--- src/rtl/piece_controller.sv ---
// piece_controller: owns the falling tetromino (type, rotation, origin, gravity, moves)
// and runs the lock/spawn handshake with the board.
module piece_controller #(
   parameter int GRAVITY_FRAMES = 30,
   parameter int SPAWN_X = 3,
   parameter int SPAWN_Y = 0
) (
   input  logic        Clk,
   input  logic        Reset,
   input  logic        frame_clk_rising_edge,
   input  logic        key_left,
   input  logic        key_right,
   input  logic        key_rot_l,
   input  logic        key_rot_r,
   input  logic        key_down,
   input  logic [4:0]  can_move,
   input  logic        BOARD_BUSY,
   input  logic [2:0]  next_type,
   output logic [19:0] x_block,
   output logic [19:0] y_block,
   output logic [19:0] save_xblock,
   output logic [19:0] save_yblock,
   output logic [19:0] x_move_left,
   output logic [19:0] x_move_right,
   output logic [19:0] x_move_down,
   output logic [19:0] x_rotate_left,
   output logic [19:0] x_rotate_right,
   output logic [19:0] y_move_left,
   output logic [19:0] y_move_right,
   output logic [19:0] y_move_down,
   output logic [19:0] y_rotate_left,
   output logic [19:0] y_rotate_right,
   output logic        get_new_block,
   output logic [2:0]  block,
   output logic        game_over
);
   typedef enum logic [1:0] {SPAWN, FALL, LOCK, OVER} state_t;
   state_t state, state_nx;
   logic [2:0]  piece_type;
   logic [1:0]  rot;
   logic [4:0]  ox, oy, keys, pend, req, sel;
   logic [7:0]  cnt;
   logic        moved, frame, due, go_down, commit, down_fail;
   logic [19:0] sx, sy;
   logic [39:0] cur;

   // Packed {x0..x3, y0..y3}; offsets rotated clockwise r times about an N x N box.
   function automatic logic [39:0] cells(input logic [2:0] t, input logic [1:0] r,
                                         input logic [4:0] x, input logic [4:0] y);
      logic [39:0] c;
      logic [15:0] s;
      logic [1:0]  m, dx, dy, tmp;
      c = '0;
      s = t == 3'd1 ? 16'h0415 : t == 3'd2 ? 16'h4159 : t == 3'd3 ? 16'h4815 :
          t == 3'd4 ? 16'h0459 : t == 3'd5 ? 16'h0159 : t == 3'd6 ? 16'h8159 : 16'h159D;
      m = t == 3'd1 ? 2'd1 : (t == 3'd0 || t == 3'd7) ? 2'd3 : 2'd2;
      for (int i = 0; i < 4; i++) begin
         dx = s[15-4*i -: 2];
         dy = s[13-4*i -: 2];
         for (int k = 0; k < 3; k++)
            if (k < int'(r)) begin
               tmp = dx;
               dx = m - dy;
               dy = tmp;
            end
         c[39-5*i -: 5] = x + {3'b0, dx};
         c[19-5*i -: 5] = y + {3'b0, dy};
      end
      return c;
   endfunction

   // Bit order of keys/pend/req/sel matches can_move: left, right, rot_r, rot_l, down.
   always_comb begin
      keys = {key_left, key_right, key_rot_r, key_rot_l, key_down};
      frame = frame_clk_rising_edge && state == FALL;
      due = cnt == 8'(GRAVITY_FRAMES - 1);
      req = pend | keys;
      go_down = due | req[0];
      sel[0] = go_down;
      sel[2] = ~go_down & req[2];
      sel[1] = ~|{go_down, req[2]} & req[1];
      sel[4] = ~|{go_down, req[2:1]} & req[4];
      sel[3] = ~|{go_down, req[4], req[2:1]} & req[3];
      commit = frame && |(sel & can_move);
      down_fail = frame && sel[0] && !can_move[0];
      cur = cells(piece_type, rot, ox, oy);
   end

   always_ff @(posedge Clk)
      if (Reset) state <= SPAWN;
      else state <= state_nx;

   always_comb
      state_nx = state == SPAWN ? (BOARD_BUSY ? SPAWN : FALL) :
                 state == FALL  ? (down_fail ? LOCK : FALL) :
                 state == LOCK  ? (moved ? SPAWN : OVER) : OVER;

   always_ff @(posedge Clk)
      if (Reset) begin
         piece_type <= '0;
         rot <= '0;
         ox <= 5'(SPAWN_X);
         oy <= 5'(SPAWN_Y);
         cnt <= '0;
         pend <= '0;
         moved <= 1'b0;
         sx <= '0;
         sy <= '0;
      end else begin
         pend <= frame ? '0 : pend | keys;
         if (frame) cnt <= due ? '0 : cnt + 8'd1;
         if (state == SPAWN) moved <= 1'b0;
         if (state == SPAWN || state == LOCK) {sx, sy} <= cur;
         if (commit) begin
            {sx, sy} <= cur;
            if (sel[0]) begin
               oy <= oy + 5'd1;
               moved <= 1'b1;
            end
            rot <= sel[2] ? rot + 2'd1 : sel[1] ? rot - 2'd1 : rot;
            ox <= sel[4] ? ox - 5'd1 : sel[3] ? ox + 5'd1 : ox;
         end
         if (state == LOCK) begin
            piece_type <= next_type == 3'd7 ? 3'd0 : next_type;
            rot <= '0;
            ox <= 5'(SPAWN_X);
            oy <= 5'(SPAWN_Y);
         end
      end

   always_comb begin
      {x_block, y_block} = state == OVER ? {sx, sy} : cur;
      {save_xblock, save_yblock} = (state == FALL || state == OVER) ? {sx, sy} : cur;
      {x_move_left, y_move_left} = cells(piece_type, rot, ox - 5'd1, oy);
      {x_move_right, y_move_right} = cells(piece_type, rot, ox + 5'd1, oy);
      {x_move_down, y_move_down} = cells(piece_type, rot, ox, oy + 5'd1);
      {x_rotate_right, y_rotate_right} = cells(piece_type, rot + 2'd1, ox, oy);
      {x_rotate_left, y_rotate_left} = cells(piece_type, rot - 2'd1, ox, oy);
      get_new_block = state == SPAWN || state == LOCK;
      game_over = state == OVER;
      block = piece_type + 3'd1;
   end
endmodule

--- config.mk ---
export PLATFORM = sky130hd
export DESIGN_NAME = piece_controller
export DESIGN_NICKNAME = d
export VERILOG_FILES = /design/src/rtl/piece_controller.sv
export SDC_FILE = /design/constraint.sdc
export NUM_CORES = 1
export LEC_CHECK = 0
export CORE_MARGIN = 2
export CORE_UTILIZATION = 54
export DETAILED_ROUTE_END_ITERATION = 12
export GPL_TIMING_DRIVEN = 0
export PLACE_DENSITY = 0.89
export SYNTH_ARGS = -nofsm -noshare
export SYNTH_HDL_FRONTEND = slang
export SYNTH_SLANG_ARGS = --single-unit
--- constraint.sdc ---
create_clock -name Clk -period 11.2 [get_ports Clk]
set_input_delay 1.12 -clock Clk [delete_from_list [all_inputs] [get_ports Clk]]
set_output_delay 1.12 -clock Clk [all_outputs]
set_load 0.05 [all_outputs]
==> results of run 1 <==
==> registers in the layout, indices dropped and copies added, names as in the netlist, 2 cells and up <==
register    flops
sx             20
sy             20
cnt             8
ox              5
oy              5
pend            5
piece_type      3
rot             2
state           2
==> cell type report <==
class	count	area [um2]
clock inverters	7	56.30
fillers	1428	4785
multi-input cells	1086	8208
plain buffers	122	586.8
flip-flops and latches	71	1424
repair buffers	300	3003
clock buffers	9	225.2
well taps	260	325.3
inverters	74	277.8
diodes	1	2.502
==> metal layers <==
layer / global-route usage / part of all wire / vias up
li1: - / - / 5323
met1: 0.4523 / 0.36 / 5575
met2: 0.6937 / 0.49 / 729
met3: 0.06631 / 0.091 / 140
met4: 0.1899 / 0.054 / 0
met5: 0 / 0 / -
==> synthesized netlist by cell type, drive strengths merged, types with 7 or more instances <==
| cell type | n |
|---|---|
| a211oi | 44 |
| a21o | 34 |
| a21oi | 118 |
| a221oi | 9 |
| a22oi | 7 |
| buf | 56 |
| clkbuf | 66 |
| dfxtp | 71 |
| fa | 36 |
| ha | 113 |
| inv | 73 |
| mux2 | 59 |
| mux2i | 19 |
| nand2 | 117 |
| nand2b | 10 |
| nand3 | 28 |
| nor2 | 108 |
| nor2b | 10 |
| nor3 | 55 |
| o211ai | 12 |
| o21a | 7 |
| o21ai | 54 |
| xnor2 | 99 |
| xor2 | 53 |
==> critical path, stage by stage (launching register included) <==
cell	delay [ns]
dfxtp_1	0.43
inv_1	0.10
ha_1	0.19
clkbuf_1	0.17
o21bai_1	0.62
and2_1	1.08
ha_1	0.43
mux2i_1	0.25
mux2_2	0.23
ha_1	0.19
xnor2_1	0.10
and4_1	0.22
or3_1	0.48
fa_1	0.49
nand2_1	0.10
xor2_1	0.27
inv_1	0.10
mux2_2	0.27
clkdlybuf4s50_1	0.71
==> report_power, final <==
part,switching [mW],internal (mW),leakage [nW]
clock,0.124,0.153,0.130
sequential,0.0152,0.268,0.582
combinational,0.445,0.225,5.16
total,0.584,0.645,5.87
==> cells by family (layout without fill, tap and decap cells) <==
kind of cell               after synthesis  after routing  synth area share
other                                    0              1                 0
xor gates and xnor gates               152            152            0.1269
buffers and inverters                  196            512           0.08239
muxes                                   78             78           0.08144
DFF                                     71             71            0.1354
AOI/OAI and AO/OA                      338            338            0.2103
and+or+nand+nor                        369            369            0.1601
adders and majority gates              149            149            0.2034
==> metrics by stage <==
step           setup slack [ns]  utilization  instance area [um2]  power [mW]
2_1_floorplan             5.126            -                10490      0.7533
6_report                  3.303       0.7468                14110       1.229
4_1_cts                   3.394       0.7466                14100       1.221
5_1_grt                   2.954       0.7468                14110       1.274
3_5_place_dp              3.795       0.7317                13820      0.9478
3_3_place_gp              3.849       0.7316                13820      0.9375
==> path summary, 6_finish.rpt <==
path,from,cells past startpoint,to
worst max-delay path,piece_type[1],18,save_xblock[19]
worst max register to register,piece_type[1],16,sx[19]
worst min-delay path,pend[3],2,pend[3]
worst min register to register,pend[3],2,pend[3]
==> run summary, run 1 <==
Across the routed clock network, the largest skew measured is 0.01092 ns. The biggest area consumer among synthesized cells is dfxtp_1. The total negative setup slack is 0 ns.

The total grt overflow came out at 0. The relative max-transition margin is 0.1594. IR analysis of the VDD net gives a maximum drop of 0.08385 mV. The number of pins with negative max-slew slack in the final report came out at 0. The classification of the worst-slack hold path is reg -> reg. In the layout the commonest cells are clkdlybuf4s50_1 (300), a21oi_1 (118), nand2_1 (117), ha_1 (113), nor2_1 (107). The mapped netlist covers 10490 um2. At the pin with the least slew margin, the transition time is 1.261 ns.

The count of flip-flops with a built-in enable after synthesis is 0. The flow ran to the end, and the final reports show no timing, DRC or antenna violations. Detailed routing inserted a total of 11767 vias.

The number of placed I/O pins came out at 302. STA puts the critical path data required time at 10.08 ns. The number of vias per cell came out at 6.097. The final weighted congestion of routability-driven global placement is 0.9839. The starting density of the core came out at 0.5554. In the final routed layout, each cell accounts on average for 21.23 um.

After clock tree synthesis, the clock-pin slew on the worst setup and hold paths is 0.06 ns. The time the worst path needs with I/O delays and setup is 7.897 ns. The via count of the first global-routing pass was 11540. The most used flip-flop cell after synthesis is dfxtp_1. The worst setup path is launched from a flop. Once detailed placement completed, the half-perimeter wirelength came to 32310 um. The pre-antenna-repair detailed-routing pass consisted of 5 iterations.

Static timing analysis puts the maximum clock frequency at 0.1266 GHz. The final worst-path cycle share is 0.7051. The endpoint arrival time on the critical path is 6.78 ns. The root buffer cell is clkbuf_16.

In this run the mean area of a mapped cell was 7.756 um2. The critical path capture point type is an output pin. By area the synthesized netlist is led by dfxtp_1 (14%), ha_1 (13%), xnor2_1 (8.3%). The largest fanout on the critical path came out at 27. Leaving out fill and tap cells, the most frequent cell in the layout is clkdlybuf4s50_1.

The initial antenna violation count is 1. The number of buffers on the longest clock path is 2. Counting flops and latches in the post-synthesis netlist gives 71. The fraction of layout cells with a size suffix above 1 came out at 0.08268.

For this run, design rule violations remaining after detail routing come to 0. For this block, the initial DRC count from the detailed router was 993. The total routed wirelength is 40970 um. The floorplan step set the die width to 143.4 um. The number of unique standard cell types used by synthesis is 71. Setup repair after global routing left no endpoint under its margin. The final setup violation count came out at 0. From synthesis to final layout, the design area changed by 34.45%. The static leakage power came out at 5.870 nW. The gate count after technology mapping is 1353. The wire length of the first global-routing pass is 63070 um. The top-area cell type share of the netlist area came out at 0.1354.

The register-to-register setup slack is 5.60 ns. The pin count of the biggest net entering global routing is 30. The total power divided by cell area came out at 87.12 nW/um2.

The core region area is 18890 um2. The H-tree generated during clock tree synthesis spans 3 levels. The total clock buffers created by CTS is 9.

The setup path with the least slack is of type reg -> out. During synthesis, Yosys emitted a total of 0 warnings. During placement, the flow inserted port buffers numbering 300. The number of max-cap violations came out at 0.

The number of sinks driven by the clock tree is 71. At the end of the flow, the number of nets in the layout was 1830. The number of buffers inserted for hold repair after clock tree synthesis is 0.

The share of the Yosys chip area taken by registers is 0.1354. The count of nets left with antenna violations once routing finished came out at 0. The final non-filler cell total came out at 1930. The cell count after placement came out at 1913.

The row count is 50. In this run the post-CTS setup repair buffer count came out at 0. The number of nets produced by synthesis is 1519.

The global routing usage summed across all routing layers came out at 0.3900. TritonCTS built the clock tree. The number of gates resized after cts came out at 0. The die is 143.4 um tall.

The die area is 20560 um2. The fraction of registers with async set or reset after synthesis is 0. The number of hold violations in the final report is 0. The later pin in the worst-skew pair is clocked with a latency of 0.34 ns.

The tightest hold margin is 0.4728 ns.
Note: power is estimated with default switching activity, not from simulation.
==> inputs of run 2 (changes only) <==
--- a/config.mk
+++ b/config.mk
@@ -6,10 +6,10 @@
 export NUM_CORES = 1
 export LEC_CHECK = 0
 export CORE_MARGIN = 2
-export CORE_UTILIZATION = 54
+export CORE_UTILIZATION = 50
 export DETAILED_ROUTE_END_ITERATION = 12
 export GPL_TIMING_DRIVEN = 0
-export PLACE_DENSITY = 0.89
+export PLACE_DENSITY = 0.83
 export SYNTH_ARGS = -nofsm -noshare
 export SYNTH_HDL_FRONTEND = slang
 export SYNTH_SLANG_ARGS = --single-unit
==> constraint.sdc (replaced) <==
create_clock -name Clk -period 7.6 [get_ports Clk]
set_input_delay 0.76 -clock Clk [delete_from_list [all_inputs] [get_ports Clk]]
set_output_delay 0.76 -clock Clk [all_outputs]
set_load 0.05 [all_outputs]
==> run summary, run 2 (synthesis gave the netlist of run 1 again) <==
The overall via count from detail_route is 11602. The initial antenna violation count is 0. The number of fill cells in the layout came out at 1670.

The worst reg2reg path startpoint is piece_type[1]. The core region is 20430 um2. Setup repair after global routing left no endpoint under its margin.

Dividing the final minimum period by the clock period gives 0.9456. The library cell used most frequently in the layout, excluding fill and tap cells, is clkdlybuf4s50_1. The number of pins with negative max-slew slack in the final report came to 0. The slowest stage of the critical path is the and2_2 cell.

On the worst path, the slowest cell contributes a delay of 0.71 ns. The die boundary height came out at 148.9 um. The worst setup path is captured at an output pin. The number of DRC markers after the initial detailed-route iteration came out at 863. The final setup violation count is 0.

Pin placement for this block handled 302 I/O pins. The count of cells in the finished layout, fillers not included, comes to 1939. The clock net in this run drives a total of 71 sinks. The count of antenna-violating nets left after detailed routing came out at 0.

The total clock buffers created by CTS came out at 9. The time the worst path needs with I/O delays and setup is 7.186 ns. The endpoint identified for the worst register-to-register timing path is sx[19]. The number of buffer cells added on primary ports came out at 300. The largest delay contributor family on the critical path is simple AND/OR/NAND/NOR gates. In this run the worst hold path is classified as reg -> reg. The global routing usage summed across all routing layers came out at 0.3656. In this run the register-to-register setup slack is 2.38 ns. The run finished with clean final reports. In the final layout, the share of cells above drive strength 1 is 0.08328.

By startpoint and endpoint, the worst setup path is classified as reg -> out. Hold repair after CTS inserted 0 buffers. The starting density of the core came out at 0.5137. In this run the cell area measured after placement is 13840 um2. Of all nets on the critical path, the largest fanout is 27. No sink is reached through more buffers than the 2 on the longest clock path.

The first global-routing pass estimated 63620 um of wire. After legalization and detailed placement, the total HPWL measured 32630 um. TritonCTS built the clock tree. The count of antenna diodes in the layout came out at 0. The die area came out at 22160 um2. The final weighted congestion of routability-driven global placement came out at 0.9745.

The most frequent cell on the critical path is ha_1. Traced cell by cell, the critical path runs through inv_1, ha_1, clkbuf_1, o21bai_1, and2_2, ha_1, mux2i_1, mux2_2, ha_1, xnor2_1, a211oi_1, or3_1, ha_1, a21o_1, nand2_1, xor2_1, inv_1, mux2_2, clkdlybuf4s50_1. The number of buffers added for setup after CTS came out at 0.

Clock tree synthesis selected as its root buffer the cell clkbuf_16. For the final routed database, the setup TNS stands at 0 ns. The static leakage power came out at 5.901 nW.

The worst hold path begins at pend[3]. The detailed-router iteration count before antenna repair came out at 5. Counting cells, the worst reg-to-reg path comes to 16. The pin count of the biggest net entering global routing is 30.

The final non-filler cell area is 14170 um2. The area growth from synthesis to layout came out at 35.01%. Dividing the detail-routed wire length by the instance count gives 21.22 um. The data required time at the worst endpoint came out at 6.84 ns.

After detailed placement, the design holds a cell count of 1923. The number of hold violations in the final report came out at 0. The H-tree depth reported by CTS is 3. For this run, design rule violations remaining after detail routing come to 0. The number of max-cap violations came out at 0. The number of gates resized after cts came out at 0. In the final layout, the registers with the most flip-flops are sx x20, sy x20, cnt x8.

The relative max-transition margin is 0.2598. At the pin with the least slew margin, the transition time is 1.110 ns. The setup skew after layout is 0.01036 ns. At the later pin of the worst-skew pair, clock insertion delay measures 0.34 ns. The endpoint arrival time on the critical path came out at 6.43 ns. The row count came out at 52. Power spread over the standard cell area amounts to 132.2 nW/um2. The design draws 1.873 mW. The number of vias per cell came out at 5.983. The total overflow left after global routing is 0. The number of buffers and inverters on the critical path is 4. The maximum vdd ir drop came out at 0.1047 mV. The post-CTS clock slew at the launch and capture registers of the worst setup and hold paths is 0.06 ns. The worst setup path is launched from a flop. The total number of nets in the final design is 1830. The highest attainable clock frequency is 0.1392 GHz. The total routed wirelength is 41140 um. The number of cells traversed by the worst hold path is 2.

Tracing the worst setup path back leads to its startpoint at piece_type[1]. In the layout the commonest cells are clkdlybuf4s50_1 (300), a21oi_1 (118), nand2_1 (117), ha_1 (113), nor2_1 (107). The die span in x is 148.9 um. The via count of the first global-routing pass came out at 11572. The hold path endpoint is pend[3].
[run 2: cell count changes in the layout (fill, tap and decap cells not counted)]
| cell | before | now |
|---|---|---|
| and2_1 | 6 | 5 |
| and2_2 | 0 | 1 |
| bufinv_16 | 0 | 2 |
| clkinv_2 | 1 | 0 |
| clkinv_4 | 0 | 3 |
| clkinvlp_4 | 3 | 0 |
| diode_2 | 1 | 0 |
| inv_8 | 1 | 0 |
[run 2: layout make-up]
type / count / area, um2 / area share
buffer: 122 / 586.8 / 0.04142
clock buffer: 9 / 225.2 / 0.01590
clock inverter: 7 / 103.9 / 0.007330
inverter: 74 / 277.8 / 0.01961
multi-input combinational: 1086 / 8209 / 0.5794
sequential: 71 / 1424 / 0.1005
tap: 270 / 337.8 / 0.02385
timing repair buffer: 300 / 3003 / 0.2120
[run 2: how the worst max path moves through the flow]
stage	endpoint	slack, ns	cells past startpoint
4_1_cts	save_xblock[18]	0.13	19
3_5_place_dp	save_xblock[18]	0.50	19
5_1_grt	save_xblock[19]	0.14	18
2_1_floorplan	save_xblock[19]	1.89	16
6_report	save_xblock[18]	0.41	19
3_3_place_gp	save_xblock[19]	0.59	18
[run 2: through the flow]
step | utilization | setup WS, ns | hold WS [ns]
detailed placement | 0.6772 | 0.5009 | 0.4696
finish | 0.6935 | 0.4138 | 0.4752
floorplan | - | 1.886 | 0.4435
global placement | 0.6772 | 0.5907 | 0.4615
global route | 0.6935 | 0.1354 | 0.5145
CTS | 0.6933 | 0.1312 | 0.4776
[run 2: report_power, final]
| part | leakage, nW | switching [mW] | internal (mW) | total, mW |
|---|---|---|---|---|
| clock | 0.161 | 0.177 | 0.291 | 0.468 |
| sequential | 0.582 | 0.0225 | 0.395 | 0.418 |
| combinational | 5.16 | 0.656 | 0.331 | 0.987 |
| total | 5.90 | 0.855 | 1.02 | 1.87 |
[run 2: worst min-delay path: cells and delay by family (launching register included)]
| kind | cells | cell delay (ns) |
|---|---|---|
| DFF | 1 | 0.31 |
| and+or+nand+nor | 2 | 0.13 |
[run 2: layer usage]
metal  routed length [um]  GRT usage
met1                15410     0.4252
met2                19960     0.6366
met3                 3476    0.06422
met4                 2297     0.2038
met5                    0          0
